`config.mk`:
```
export PLATFORM = sky130hd
export DESIGN_NAME = cxl_dispatch_flat
export DESIGN_NICKNAME = d
export VERILOG_FILES = /design/src/rtl/cxl_pkg.sv /design/src/rtl/cxl_if.sv /design/src/rtl/cxl_fifo.sv /design/src/rtl/cxl_dispatch.sv /design/src/flat_wrapper.sv
export SDC_FILE = /design/constraint.sdc
export NUM_CORES = 1
export LEC_CHECK = 0
export BUFFER_PORTS_ARGS = -buffer_cell sky130_fd_sc_hd__buf_4
export CORE_ASPECT_RATIO = 0.8
export CORE_UTILIZATION = 30
export DETAILED_ROUTE_END_ITERATION = 10
export PLACE_DENSITY = 0.53
export SYNTH_ARGS = -nofsm -noshare
export SYNTH_HDL_FRONTEND = slang
export SYNTH_HIERARCHICAL = 1
export SYNTH_SLANG_ARGS = --single-unit
export TNS_END_PERCENT = 50
```
`constraint.sdc`:
```
create_clock -name clk -period 2.42 [get_ports clk]
set_clock_uncertainty 0.05 [all_clocks]
set_input_delay 0.363 -clock clk [delete_from_list [all_inputs] [get_ports clk]]
set_output_delay 0.363 -clock clk [all_outputs]
set_load 0.1 [all_outputs]
```
`src/rtl/cxl_pkg.sv`:
```
// cxl_pkg: shared widths, event record, dispatcher state encoding and the
// saturating adder used when coalescing events (build option CXL_COALESCE_EN).
package cxl_pkg;

  localparam int CLIENT_W = 5;
  localparam int AMOUNT_W = 16;

  typedef struct packed {
    logic [CLIENT_W-1:0] client_id;
    logic [AMOUNT_W-1:0] amount;
  } cxl_event_t;

  typedef enum logic [1:0] {
    IDLE,
    ISSUE,
    SETTLE
  } cxl_state_t;

  // Amount addition that clamps at all-ones instead of wrapping.
  function automatic logic [AMOUNT_W-1:0] sat_add(input logic [AMOUNT_W-1:0] a,
                                                  input logic [AMOUNT_W-1:0] b);
    logic [AMOUNT_W:0] sum;
    sum = {1'b0, a} + {1'b0, b};
    return sum[AMOUNT_W] ? {AMOUNT_W{1'b1}} : sum[AMOUNT_W-1:0];
  endfunction

endpackage

```
`src/rtl/cxl_if.sv`:
```
// cxl_if: cancel-event input handshake plus the registered issue bus toward
// the accumulator. The dispatcher uses the slave modport, its driver the master.
interface cxl_if;
  import cxl_pkg::*;

  logic                in_valid;
  logic                in_ready;
  logic [CLIENT_W-1:0] in_client_id;
  logic [AMOUNT_W-1:0] in_amount;
  logic [CLIENT_W-1:0] client_id;
  logic [AMOUNT_W-1:0] amount;
  logic                out_valid;
  logic                busy;
  logic [15:0]         dispatched_cnt;

  modport slave (
    input  in_valid, in_client_id, in_amount,
    output in_ready, client_id, amount, out_valid, busy, dispatched_cnt
  );

  modport master (
    output in_valid, in_client_id, in_amount,
    input  in_ready, client_id, amount, out_valid, busy, dispatched_cnt
  );

endinterface

```
`src/rtl/cxl_fifo.sv`:
```
// cxl_fifo: small circular buffer of cancel events with occupancy count.
// With CXL_COALESCE_EN a merge request folds the pushed amount into the
// newest entry (saturating) instead of allocating a new slot.
module cxl_fifo
  import cxl_pkg::*;
#(
  parameter int DEPTH = 4
) (
  input  logic                       clk,
  input  logic                       reset,
  input  logic                       push,
  input  cxl_event_t                 push_data,
  input  logic                       pop,
`ifdef CXL_COALESCE_EN
  input  logic                       merge,
  output cxl_event_t                 tail,
`endif
  output cxl_event_t                 head,
  output logic [$clog2(DEPTH):0]     count
);

  localparam int PW = $clog2(DEPTH);
  localparam int CW = PW + 1;

  cxl_event_t      mem [DEPTH];
  logic [PW-1:0]   wr_ptr;
  logic [PW-1:0]   rd_ptr;
  logic            alloc;

`ifdef CXL_COALESCE_EN
  logic            merge_wr;
  assign merge_wr = push && merge;
  assign alloc    = push && !merge;
  assign tail     = mem[wr_ptr - PW'(1)];
`else
  assign alloc    = push;
`endif

  assign head = mem[rd_ptr];

  // Pointers and count; reset empties the buffer without touching storage.
  always_ff @(posedge clk or posedge reset) begin
    if (reset) begin
      wr_ptr <= '0;
      rd_ptr <= '0;
      count  <= '0;
    end else begin
      if (alloc) wr_ptr <= wr_ptr + PW'(1);
      if (pop)   rd_ptr <= rd_ptr + PW'(1);
      count <= count + CW'(alloc) - CW'(pop);
    end
  end

  // Storage writes: new slot on allocation, in-place update on a merge.
  always_ff @(posedge clk) begin
    if (alloc) begin
      mem[wr_ptr] <= push_data;
    end
`ifdef CXL_COALESCE_EN
    else if (merge_wr) begin
      mem[wr_ptr - PW'(1)] <= '{client_id: tail.client_id,
                                 amount:    sat_add(tail.amount, push_data.amount)};
    end
`endif
  end

endmodule

```
`src/rtl/cxl_dispatch.sv`:
```
// cxl_dispatch: buffers cancel events and issues them one at a time, holding
// each on client_id/amount for the accumulator's read-modify-write window.
// Build option CXL_COALESCE_EN merges a push into a same-client tail entry.
module cxl_dispatch
  import cxl_pkg::*;
#(
  parameter int DEPTH      = 4,
  parameter int SETTLE_CYC = 1
) (
  input  logic clk,
  input  logic reset,
  cxl_if.slave bus
);

  localparam int CW = $clog2(DEPTH) + 1;
  localparam int SW = (SETTLE_CYC > 1) ? $clog2(SETTLE_CYC) : 1;

  cxl_state_t          state;
  cxl_state_t          state_next;
  logic [SW-1:0]       settle_cnt;
  logic [CW-1:0]       count;
  logic                push;
  logic                pop;
  logic                has_data;
  cxl_event_t          head;
  cxl_event_t          push_data;
  logic [CLIENT_W-1:0] client_id;
  logic [AMOUNT_W-1:0] amount;
  logic [15:0]         dispatched_cnt;

  // Readiness comes only from the registered count, so no input-to-ready path.
  assign bus.in_ready = (count != CW'(DEPTH));
  assign push         = bus.in_valid && bus.in_ready;
  assign has_data     = (count != '0);
  assign push_data    = '{client_id: bus.in_client_id, amount: bus.in_amount};

`ifdef CXL_COALESCE_EN
  cxl_event_t tail;
  logic       merge;
  // A sole entry leaving this edge cannot absorb the push; it gets a new slot.
  assign merge = has_data && (tail.client_id == bus.in_client_id) &&
                 !(pop && (count == CW'(1)));
`endif

  cxl_fifo #(.DEPTH(DEPTH)) u_fifo (
    .clk       (clk),
    .reset     (reset),
    .push      (push),
    .push_data (push_data),
    .pop       (pop),
`ifdef CXL_COALESCE_EN
    .merge     (merge),
    .tail      (tail),
`endif
    .head      (head),
    .count     (count)
  );

  // State register plus the settle-window counter.
  always_ff @(posedge clk or posedge reset) begin
    if (reset) begin
      state      <= IDLE;
      settle_cnt <= '0;
    end else begin
      state <= state_next;
      if (state == ISSUE)       settle_cnt <= '0;
      else if (state == SETTLE) settle_cnt <= settle_cnt + SW'(1);
    end
  end

  // Next state and pop decision; a settle window may chain straight into ISSUE.
  always_comb begin
    state_next = state;
    pop        = 1'b0;
    case (state)
      IDLE: begin
        if (has_data) begin
          pop        = 1'b1;
          state_next = ISSUE;
        end
      end
      ISSUE: state_next = SETTLE;
      SETTLE: begin
        if (settle_cnt == SW'(SETTLE_CYC - 1)) begin
          if (has_data) begin
            pop        = 1'b1;
            state_next = ISSUE;
          end else begin
            state_next = IDLE;
          end
        end
      end
      default: state_next = IDLE;
    endcase
  end

  // Issue registers change only on a pop; the counter ticks once per ISSUE cycle.
  always_ff @(posedge clk or posedge reset) begin
    if (reset) begin
      client_id      <= '0;
      amount         <= '0;
      dispatched_cnt <= '0;
    end else begin
      if (pop) begin
        client_id <= head.client_id;
        amount    <= head.amount;
      end
      if (state == ISSUE) dispatched_cnt <= dispatched_cnt + 16'd1;
    end
  end

  assign bus.client_id      = client_id;
  assign bus.amount         = amount;
  assign bus.out_valid      = (state == ISSUE);
  assign bus.busy           = (state != IDLE);
  assign bus.dispatched_cnt = dispatched_cnt;

endmodule

```
`src/flat_wrapper.sv`:
```
// flat-port wrapper written by rule: the top's interface ports become plain ports
module cxl_dispatch_flat import cxl_pkg::*;
#(
  parameter int DEPTH      = 4,
  parameter int SETTLE_CYC = 1
)
  (clk, reset, bus_in_valid, bus_in_client_id, bus_in_amount, bus_in_ready, bus_client_id, bus_amount, bus_out_valid, bus_busy, bus_dispatched_cnt);
  cxl_if bus_i ();
  input  logic clk;
  input  logic reset;
  input wire logic [$bits(bus_i.in_valid)-1:0] bus_in_valid;
  input wire logic [$bits(bus_i.in_client_id)-1:0] bus_in_client_id;
  input wire logic [$bits(bus_i.in_amount)-1:0] bus_in_amount;
  output wire logic [$bits(bus_i.in_ready)-1:0] bus_in_ready;
  output wire logic [$bits(bus_i.client_id)-1:0] bus_client_id;
  output wire logic [$bits(bus_i.amount)-1:0] bus_amount;
  output wire logic [$bits(bus_i.out_valid)-1:0] bus_out_valid;
  output wire logic [$bits(bus_i.busy)-1:0] bus_busy;
  output wire logic [$bits(bus_i.dispatched_cnt)-1:0] bus_dispatched_cnt;
  assign bus_i.in_valid = bus_in_valid;
  assign bus_i.in_client_id = bus_in_client_id;
  assign bus_i.in_amount = bus_in_amount;
  assign bus_in_ready = bus_i.in_ready;
  assign bus_client_id = bus_i.client_id;
  assign bus_amount = bus_i.amount;
  assign bus_out_valid = bus_i.out_valid;
  assign bus_busy = bus_i.busy;
  assign bus_dispatched_cnt = bus_i.dispatched_cnt;
  cxl_dispatch #(.DEPTH(DEPTH), .SETTLE_CYC(SETTLE_CYC)) u_core (.clk(clk), .reset(reset), .bus(bus_i));
endmodule
```
==> flow_metrics.env <==
export IMPL_status="finished, final reports clean"
export IMPL_routabilityCongestion=0.705
export IMPL_drive_gt1_share_pct=38.8
export IMPL_diodes=0
export IMPL_clk_latency_ns=0.41
export IMPL_ios=64
export IMPL_synth_area_top_cells="edfxtp_1 (48%), dfrtp_1 (23%), mux4_2 (7.8%)"
export IMPL_drtIter0Drc=130
export IMPL_antenna_found_initial=0
export IMPL_die_h_um=120
export IMPL_drt_total_wl_um=9830
export IMPL_initial_core_util_pct=31.1
export IMPL_avgSynthCellArea_um2=19.2
export IMPL_antenna_left=0
export IMPL_worst_setup_path_type="reg2reg"
export IMPL_hold_viol_final=0
export IMPL_cp_slowest_cell="dfrtp_1"
export IMPL_period_share_pct=96.2
export IMPL_fillers=1545
export IMPL_floorplan_die_area_mm2=0.0179
export IMPL_setup_viol=0
export IMPL_grt_first_pass_wirelength_um=15400
export IMPL_syn_inst=272
export IMPL_vias=2636
export IMPL_reg2reg_slack_ns=0.09
export IMPL_place_hpwl_um=6340
export IMPL_grtUsageMet2_pct=17.6
export IMPL_design_core_area_mm2=0.0168
export IMPL_yosys_register_bits=131
export IMPL_r2r_start="u_core/state[0]"
export IMPL_drv_cap=0
export IMPL_fmax_ghz=0.430
export IMPL_crit_path_max_incr_delay_ns=0.38
export IMPL_worst_path_max_fanout=3
export IMPL_drv_slew=0
export IMPL_start_kind="register"
export IMPL_period_minus_slack_ns=2.33
export IMPL_worstPathRequired_ns=2.69
export IMPL_use_met1_pct=16.3
export IMPL_cts_max_path_buffers=2
export IMPL_worst_r2r_cell_count=11
export IMPL_grt_max_degree=30
export IMPL_crit_start="u_core/state[0]"
export IMPL_synth_cell_types=30
export IMPL_synthArstFlopShare_pct=35.9
export IMPL_dieWidth_um=149
export IMPL_slew_limit_headroom_pct=71.2
export IMPL_mostFrequentLayoutCells="edfxtp_1 (84), buf_4 (77), dfrtp_1 (46)"
export IMPL_cts_tree="yes"
export IMPL_netlist_area_mm2=0.00522
export IMPL_cts_root_buf="clkbuf_16"
export IMPL_tightest_slew_ns=0.432
export IMPL_area_delta_synth_final_pct=25.3
export IMPL_pre_cts_ws_ns=0.105
export IMPL_cts_buffers=17
export IMPL_nets=397
export IMPL_yosys_area_top_type="edfxtp_1"
export IMPL_use_met3_pct=4.68
export IMPL_cts_max_level=4
export IMPL_synth_top_cell_area_share_pct=48.3
export IMPL_grt_ovfl_total=0
export IMPL_crit_end="u_core/u_fifo/count[2]"
export IMPL_yosysWarnings=6
export IMPL_regArea_mm2=0.00370
export IMPL_cts_sinks=131
export IMPL_multi_input_area_mm2=0.00139
export IMPL_track_usage_pct=12.1
export IMPL_hold_class="in2reg"
export IMPL_rows=42
export IMPL_worstPathArrival_ns=2.59
export IMPL_drc=0
export IMPL_wl_per_cell_um=16.6
export IMPL_grt_busiest_layer="met2"
export IMPL_port_buffer_count=63
export IMPL_yosysSeqAreaShare_pct=70.9
export IMPL_synth_edf_count=84
export IMPL_first_pass_iters=4
export IMPL_ys_flop_type="edfxtp_1"
export IMPL_grt_pass1_vias=2725
export IMPL_routed_via_density=4.44
export IMPL_synth_nets=308
export IMPL_crit_path_cell_trace="inv_2 > ha_2 > nor2b_1 > o21bai_2 > inv_2 > ha_1 > inv_1 > ha_2 > fa_2 > xnor2_2 > xnor2_1"
export IMPL_fin_ws_ns=0.0931
export IMPL_end_kind="register"
export IMPL_final_common_cell="edfxtp_1"
export IMPL_reg2reg_to="u_core/u_fifo/count[2]"
export IMPL_clkTransAtPathRegs_ns=0.06
## metal layers
layer | wire, um | up-vias
li1 | - | 1206
met1 | 4560 | 1367
met2 | 4650 | 54
met3 | 507 | 9
met4 | 108 | 0
met5 | 0 | -
## area by class of cell
type | instances | area share [%]
Clock inverter | 11 | 1.36
Clock buffer | 21 | 6.73
Tap cell | 220 | 4.21
Multi-Input combinational cell | 118 | 21.3
Inverter | 15 | 0.861
Sequential cell | 131 | 56.6
Timing Repair Buffer | 78 | 8.99
## synth_stat cells, types with 2 or more instances
| master | count |
|---|---|
| nor2_1 | 5 |
| dfrtp_1 | 47 |
| mux2_1 | 19 |
| mux4_2 | 18 |
| ha_1 | 11 |
| nand3_1 | 3 |
| nor3_1 | 4 |
| buf_2 | 3 |
| inv_1 | 15 |
| mux2_2 | 5 |
| xnor2_1 | 8 |
| buf_6 | 3 |
| xor2_1 | 12 |
| nand4_4 | 2 |
| buf_12 | 2 |
| nor4_2 | 4 |
| nand4_1 | 3 |
| mux4_1 | 3 |
| edfxtp_1 | 84 |
| and2_1 | 5 |
| nand2_1 | 7 |
## per-stage QoR
stage | hold WS (ns) | TNS (ns) | cell area [um2] | instances | utilization [%]
finish | 0.102 | 0 | 6540 | 594 | 39.0
global route | 0.0861 | -0.0180 | 6540 | 594 | 39.0
detailed placement | 0.289 | 0 | 5980 | 560 | 35.7
CTS | 0.0818 | 0 | 6520 | 593 | 38.9
floorplan | 0.116 | 0 | 5230 | 272 | -
global placement | 0.293 | 0 | 5980 | 560 | 35.7
## flip-flops by register name, summed over array words and instances (netlist names)
name and cells:
u_core/u_fifo/count 3, u_core/bus.client_id 5, u_core/state 2, u_core/bus.dispatched_cnt 16, u_core/u_fifo/wr_ptr 2, u_core/u_fifo/rd_ptr 2, u_core/bus.amount 16, u_core/u_fifo/mem 84
u_core/settle_cnt 1
## how the worst min path moves through the flow
stage / slack [ns] / end / from / cells after the start
after floorplan: 0.12 / u_core/u_fifo/count[0] / reset / 1
after global placement: 0.29 / u_core/u_fifo/rd_ptr[1] / reset / 2
after detailed placement: 0.29 / u_core/u_fifo/rd_ptr[1] / reset / 2
after CTS: 0.08 / u_core/u_fifo/mem[3][1] / bus_in_amount[1] / 1
after global routing: 0.09 / u_core/u_fifo/mem[3][1] / bus_in_amount[1] / 1
final: 0.10 / u_core/u_fifo/mem[2][16] / bus_in_client_id[0] / 1
## what timing repair did
item                                   CTS  global route
hold buffers                             1             0
endpoints found under the hold margin   18             0
setup buffers                            0             1
gates resized for setup                  0             2
setup endpoints to repair                0             1
## critical path, delay by kind of cell, from the launching register on
family | cells | cell delay, ns
adder cells (fa/ha/maj) | 4 | 1.00
flip-flops | 1 | 0.38
XOR/XNOR | 2 | 0.32
buffers and inverters | 3 | 0.19
AND/OR/NAND/NOR | 1 | 0.15
AO/OA/AOI/OAI | 1 | 0.15
## cell families (layout without fill, tap and decap cells)
logic type                 count (synthesis)  after routing  synth area share (%)
buffers and inverters                     23            125                  2.78
DFF                                      131            131                  70.9
muxes                                     45             45                  14.5
and+or+nand+nor                           36             36                  4.77
xor gates and xnor gates                  20             20                  3.36
adders and majority gates                 12             12                  3.02
AOI/OAI and AO/OA                          5              5                 0.719
Power is left out: the tool's default activity adds up to more than one toggle a clock period on the data nets, which glitch-free logic cannot reach.
